File: config.mk
export PLATFORM = sky130hd
export DESIGN_NAME = fd_pipe_reg
export DESIGN_NICKNAME = d
export VERILOG_FILES = /design/src/rtl/fd_pipe_reg.sv
export SDC_FILE = /design/constraint.sdc
export NUM_CORES = 1
export LEC_CHECK = 0
export ABC_AREA = 1
export CORE_AREA = 2 2 219 221
export CTS_BUF_LIST = sky130_fd_sc_hd__clkbuf_4
export DETAILED_ROUTE_END_ITERATION = 12
export DIE_AREA = 0 0 221 223
export GPL_ROUTABILITY_DRIVEN = 0
export SLEW_MARGIN = 15
export SYNTH_ARGS = -nofsm -noshare
export SYNTH_HDL_FRONTEND = slang
export SYNTH_SLANG_ARGS = --single-unit
export TNS_END_PERCENT = 5
File: constraint.sdc
create_clock -name clk -period 2.5 [get_ports clk]
set_clock_uncertainty 0.15 [all_clocks]
set_input_delay 0.75 -clock clk [delete_from_list [all_inputs] [get_ports clk]]
set_output_delay 0.75 -clock clk [all_outputs]
set_load 0.01 [all_outputs]
File: src/rtl/fd_pipe_reg.sv
// Fetch PC select, F predicted-PC register and F->D pipeline register for the Y86-64 pipeline.
// Optional build macro FD_PERF_CNT_EN adds saturating stall/bubble counters on D.
module fd_pipe_reg #(
    parameter logic [63:0] RESET_PC = 64'd0
) (
    input  logic        clk,
    input  logic        rst,
    input  logic [3:0]  f_icode,
    input  logic [3:0]  f_ifun,
    input  logic [3:0]  f_rA,
    input  logic [3:0]  f_rB,
    input  logic [63:0] f_valC,
    input  logic [63:0] f_valP,
    input  logic [2:0]  f_stat,
    input  logic [3:0]  M_icode,
    input  logic        M_Cnd,
    input  logic [63:0] M_valA,
    input  logic [3:0]  W_icode,
    input  logic [63:0] W_valM,
    input  logic        F_stall,
    input  logic        D_stall,
    input  logic        D_bubble,
    output logic [63:0] f_pc,
    output logic [63:0] F_predPC,
    output logic [3:0]  D_icode,
    output logic [3:0]  D_ifun,
    output logic [3:0]  D_rA,
    output logic [3:0]  D_rB,
    output logic [63:0] D_valC,
    output logic [63:0] D_valP,
    output logic [2:0]  D_stat
`ifdef FD_PERF_CNT_EN
    ,
    output logic [31:0] stall_cnt,
    output logic [31:0] bubble_cnt
`endif
);

    localparam int unsigned WORD_W = 64;
    localparam int unsigned CNT_W  = 32;

    localparam logic [3:0] I_NOP    = 4'h1;
    localparam logic [3:0] I_JXX    = 4'h7;
    localparam logic [3:0] I_CALL   = 4'h8;
    localparam logic [3:0] I_RET    = 4'h9;
    localparam logic [3:0] REG_NONE = 4'hF;
    localparam logic [2:0] STAT_AOK = 3'd1;

    logic [WORD_W-1:0] pred_pc;

    // Fetch address: mispredicted jXX recovery beats ret target beats prediction.
    always_comb begin
        f_pc = F_predPC;
        if (M_icode == I_JXX && !M_Cnd) begin
            f_pc = M_valA;
        end else if (W_icode == I_RET) begin
            f_pc = W_valM;
        end
    end

    // Jumps are predicted taken and calls go to their target.
    always_comb begin
        pred_pc = f_valP;
        if (f_icode == I_JXX || f_icode == I_CALL) begin
            pred_pc = f_valC;
        end
    end

    always_ff @(posedge clk) begin
        if (rst) begin
            F_predPC <= RESET_PC;
        end else if (!F_stall) begin
            F_predPC <= pred_pc;
        end
    end

    // Bubble overrides stall so the hazard unit can squash a held instruction.
    always_ff @(posedge clk) begin
        if (rst || D_bubble) begin
            D_icode <= I_NOP;
            D_ifun  <= 4'h0;
            D_rA    <= REG_NONE;
            D_rB    <= REG_NONE;
            D_valC  <= '0;
            D_valP  <= '0;
            D_stat  <= STAT_AOK;
        end else if (!D_stall) begin
            D_icode <= f_icode;
            D_ifun  <= f_ifun;
            D_rA    <= f_rA;
            D_rB    <= f_rB;
            D_valC  <= f_valC;
            D_valP  <= f_valP;
            D_stat  <= f_stat;
        end
    end

`ifdef FD_PERF_CNT_EN
    always_ff @(posedge clk) begin
        if (rst) begin
            stall_cnt  <= '0;
            bubble_cnt <= '0;
        end else begin
            if (D_bubble && bubble_cnt != '1) begin
                bubble_cnt <= bubble_cnt + CNT_W'(1);
            end
            if (D_stall && !D_bubble && stall_cnt != '1) begin
                stall_cnt <= stall_cnt + CNT_W'(1);
            end
        end
    end
`endif

endmodule

Word level (Yosys, flattened, before mapping)
Cells that the tools add are included.
{ "totals": {"n_memories": 0, "input_bits": 289, "regBits": 211, "latch_bits": 0, "rom_bits": 0, "word_cells": 19, "mem_bits_rw": 0} }
{ "op_classes": {"muxes": 3, "eq_ne": 4, "n_shift": 0, "order_cmp": 0, "mul": 0, "bitwise_logic": 0, "n_reduce_logical": 4, "addsub": 0, "div_mod_pow": 0} }
{ "op_table": {"columns": ["cell", "count"], "rows": [
  ["64-bit two-way mux", 3],
  ["4-bit by 3-bit equality test with 1-bit output (second input constant)", 2],
  ["4-bit equality test (second input constant)", 2],
  ["1-bit logical OR", 2],
  ["1-bit logical AND", 1],
  ["1-bit zero test", 1]
]} }

Depth between registers and ports, before layout
{ "depth": {"depth_word": 3, "depth_mapped": 9} }

Worst setup path after synthesis
No wires, ideal clock.
{ "synth_timing": {"kind": "input -> output", "startpoint": "in W_icode[1]", "endpoint": "out f_pc[53]", "stages": 7, "slack_ns": 0.025, "path_buffers": 2, "t_arrival_ns": 1.575, "path_cell_list": "nor2_1 -> nand2_2 -> buf_6 -> buf_6 -> nand2_1 -> o21ai_0 -> o21ai_0"} }
{ "synth_between": {"elab_chain_cells": 3} }
{ "synth_lines": {"columns": ["element", "line_no", "source"], "rows": [
  ["start: declaration", "18", "input logic [3:0] W_icode,"],
  ["4-bit equality test", "56", "end else if (W_icode == I_RET) begin"],
  ["64-bit two-way mux", "56", null],
  ["64-bit two-way mux", "54", "if (M_icode == I_JXX && !M_Cnd) begin"],
  ["end: declaration", "23", "output logic [63:0] f_pc,"]
]} }
No other way between the ends.

Worst setup path after layout
{ "layout_timing": {"startpoint": "in W_icode[1]", "endpoint": "out f_pc[34]"} }
Same word-level chain as after synthesis.

==> flow_metrics.env <==
export IMPL_status="finished with violations"
export IMPL_violations_in_the_final_reports="setup timing"
export IMPL_io_pins=564
export IMPL_post_synth_fa_ha_maj_area_fraction_pct=0
export IMPL_worstPathArrival_ns=1.94
export IMPL_most_area_consuming_cells_after_synthesis="sky130_fd_sc_hd__dfxtp_1 41%, sky130_fd_sc_hd__nand2_1 20%, sky130_fd_sc_hd__a21oi_1 9.7%"
export IMPL_power_mw=8.99
export IMPL_tritoncts="done"
export IMPL_period_minus_slack_ns=2.84
export IMPL_period_share_pct=114
export IMPL_syn_area_per_cell_sq_um=6.92
export IMPL_holdCritStartpoint="D_stall"
export IMPL_reg2reg_to="F_predPC[52]"
export IMPL_timing_max_transition_violations_final=0
export IMPL_worst_setup_path_end_kind="primary output"
export IMPL_floorplan_die_height_um=223
export IMPL_antenna_violations_before_repair=2
export IMPL_timing_worst_setup_path_type="in -> out"
export IMPL_synth_sequential_area_ratio_pct=40.9
export IMPL_worst_ir_drop_vdd_uv=285
export IMPL_startpoint_class_of_the_critical_path="input port"
export IMPL_detail_route_wirelength_um=50000
export IMPL_layout_cells_most_common_list="517 x sky130_fd_sc_hd__nand2_1, 276 x sky130_fd_sc_hd__clkdlybuf4s50_1, 211 x sky130_fd_sc_hd__dfxtp_1"
export IMPL_pwr_share_seq_pct=40.0
export IMPL_core_region_area_sq_um=47100
export IMPL_detail_route_iter0_violations=731
export IMPL_vias=12353
export IMPL_grt_pass1_vias=12629
export IMPL_drt_antenna_violating_nets=0
export IMPL_synth_cell_types=22
export IMPL_cp_max_fo=6
export IMPL_routed_wire_length_per_instance_um=18.2
export IMPL_clockBufferDepth=3
export IMPL_worst_setup_hold_path_clk_slew_ns=0.06
export IMPL_most_common_library_cell_in_the_layout_ignoring_fill_and_taps="sky130_fd_sc_hd__nand2_1"
export IMPL_max_freq_mhz=352
export IMPL_worstHoldPathType="in -> reg"
export IMPL_largest_net_degree_at_the_start_of_global_routing=86
export IMPL_final_net_count=2382
export IMPL_pleak_nw=8.55
export IMPL_yosys_area_top_type="sky130_fd_sc_hd__dfxtp_1"
export IMPL_synth_xor_area_share_pct=0
export IMPL_start_util_pct=21.9
export IMPL_cts_made_buffers=66
export IMPL_floorplan_die_width_um=221
export IMPL_power_share_switching_pct=30.6
export IMPL_reg2reg_from="F_predPC[52]"
export IMPL_dpl_cell_count=2612
export IMPL_root_buffer="sky130_fd_sc_hd__clkbuf_4"
export IMPL_floorplan_rows=80
export IMPL_p_sw_mw=2.76
export IMPL_syn_instance_count=1491
export IMPL_hold_end="D_valP[9]"
export IMPL_max_cap_viol=0
export IMPL_setup_viol_count_final=64
export IMPL_postSynthNetCount=1780
export IMPL_finalNonFillerCells=2744
export IMPL_globalRouteOverflowTotal=0
export IMPL_synth_compound_area_share_pct=16.2
export IMPL_final_hold_viol_count=0
export IMPL_ctsHoldBuffers=0
export IMPL_timing_slew_headroom_pct=68.5
export IMPL_regToRegSetupSlack_ns=1.60
export IMPL_grt_first_pass_wirelength_um=74300
export IMPL_ctsHtreeMaxLevel=3
export IMPL_worstMarginPinSlew_ns=0.472
export IMPL_cellPowerDensity_nw_per_um2=507
export IMPL_synth_yosys_warnings=0
export IMPL_worst_setup_path_start="W_icode[1]"
export IMPL_p_int_mw=6.24
export IMPL_yosys_register_bits=211
export IMPL_required_ns=1.60
export IMPL_netlist_area_sq_um=10300
export IMPL_drt_pre_antenna_iters=6
export IMPL_synth_top_area_share_pct=40.9
export IMPL_clk_insertion_delay_late_ns=0.71
export IMPL_min_path_cells=4
export IMPL_synth_simple_gate_area_share_pct=30.2
export IMPL_numPortBuffers=563
export IMPL_cts_num_sinks=211
export IMPL_area_delta_synth_final_pct=72.0
export IMPL_drc_errors=0
export IMPL_synthMuxAreaShare_pct=0
export IMPL_drive_gt1_share_pct=18.2
export IMPL_power_frac_clock_pct=36.4
export IMPL_grt_total_usage_pct=19.6
export IMPL_timing_reg2reg_worst_path_depth=4
export IMPL_vias_per_cell=4.50
export IMPL_setup_slack_ns=-0.345
export IMPL_detailedPlacementHpwl_um=33800
export IMPL_grt_setup_unrepaired="yes"
export IMPL_synth_top_family_by_area="simple AND/OR/NAND/NOR gates"
export IMPL_share_comb_of_total_power_pct=23.6
export IMPL_design_die_area_sq_um=49300
## metal layers
layer,share of wire (%),vias to the layer above,GRT usage [%]
li1,-,5989,-
met1,40,5746,22.0
met2,49,536,34.6
met3,7.6,82,5.82
met4,3.2,0,7.77
met5,0,-,0
## synthesized netlist by cell type
| cell type | number |
|---|---|
| sky130_fd_sc_hd__nand2_1 | 545 |
| sky130_fd_sc_hd__buf_12 | 7 |
| sky130_fd_sc_hd__clkbuf_2 | 8 |
| sky130_fd_sc_hd__nor2_1 | 2 |
| sky130_fd_sc_hd__clkbuf_1 | 27 |
| sky130_fd_sc_hd__nand3_2 | 60 |
| sky130_fd_sc_hd__o21ai_1 | 53 |
| sky130_fd_sc_hd__nor2_2 | 1 |
| sky130_fd_sc_hd__buf_2 | 52 |
| sky130_fd_sc_hd__inv_2 | 6 |
| sky130_fd_sc_hd__nand2_4 | 3 |
| sky130_fd_sc_hd__buf_6 | 12 |
| sky130_fd_sc_hd__inv_1 | 131 |
| sky130_fd_sc_hd__o21ai_0 | 78 |
| sky130_fd_sc_hd__a21oi_1 | 201 |
| sky130_fd_sc_hd__nand3_1 | 78 |
| sky130_fd_sc_hd__dfxtp_1 | 211 |
| sky130_fd_sc_hd__clkinv_1 | 1 |
| sky130_fd_sc_hd__buf_8 | 7 |
| sky130_fd_sc_hd__nand2_2 | 5 |
| sky130_fd_sc_hd__o211ai_1 | 1 |
| sky130_fd_sc_hd__buf_4 | 2 |
## worst max-delay path: stages
cell and delay (ns):
sky130_fd_sc_hd__buf_6 0.09, sky130_fd_sc_hd__nor2_4 0.19, sky130_fd_sc_hd__nand2_8 0.09, sky130_fd_sc_hd__buf_12 0.14, sky130_fd_sc_hd__buf_16 0.15, sky130_fd_sc_hd__buf_8 0.13
sky130_fd_sc_hd__nand2_2 0.05, sky130_fd_sc_hd__o21ai_1 0.07, sky130_fd_sc_hd__o21ai_1 0.12, sky130_fd_sc_hd__buf_2 0.15
## worst max-delay path by stage
stage | slack [ns] | cells after the start | to
floorplan | 0.03 | 7 | f_pc[53]
global placement | -1.25 | 8 | f_pc[40]
detailed placement | -1.26 | 9 | f_pc[50]
CTS | -0.36 | 9 | f_pc[40]
global route | -0.40 | 10 | f_pc[38]
finish | -0.34 | 10 | f_pc[34]
## area by class of cell
type,count,area [sq um]
diodes,5,12.5
clock buffers,88,661
clock inverters,11,70.1
fillers,5026,29400
inverters,138,531
multi-input cells,1027,5020
flip-flops and latches,211,4220
well taps,615,769
repair buffers,648,6440
repair inverters,1,30.0
## timing repair
action                                 4_1_cts  5_1_grt
resized for setup                          602       59
pin swaps                                   14       15
endpoints found under the hold margin        0        0
gates cloned                                15        0
setup endpoints to repair                  275       65
buffers inserted                            10        3
## logic make-up (layout without fill, tap and decap cells)
kind of cell | after synthesis | after routing
AO/OA/AOI/OAI | 333 | 333
buffers and inverters | 253 | 886
flip-flops | 211 | 211
other | 0 | 5
AND/OR/NAND/NOR | 694 | 694
## sequential cells by signal, indices dropped and copies added (netlist names)
name      count
D_stat        3
D_valC       64
D_rB          4
D_icode       4
D_ifun        4
D_rA          4
D_valP       64
F_predPC     64
## per-stage QoR
stage / hold slack, ns / instance area (sq um) / utilization [%] / setup WS, ns / setup TNS [ns]
4_1_cts: 0.114 / 17600 / 37.3 / -0.358 / -18.22
5_1_grt: 0.163 / 17800 / 37.7 / -0.395 / -20.21
3_3_place_gp: 0.294 / 16700 / 35.4 / -1.25 / -72.87
3_5_place_dp: 0.303 / 16700 / 35.4 / -1.26 / -74.03
6_report: 0.239 / 17800 / 37.7 / -0.345 / -16.25
2_1_floorplan: 0.331 / 10300 / - / 0.0252 / 0
## power by group through the flow
stage | Clock [mW] | Combinational [mW] | Sequential (mW)
6_report | 3.28 | 2.12 | 3.60
5_1_grt | 3.58 | 2.29 | 3.61
4_1_cts | 3.41 | 2.10 | 3.60
3_3_place_gp | 0 | 2.20 | 3.67
3_5_place_dp | 0 | 2.21 | 3.68
2_1_floorplan | 0 | 0.828 | 3.74
(Power assumes the default switching activity.)
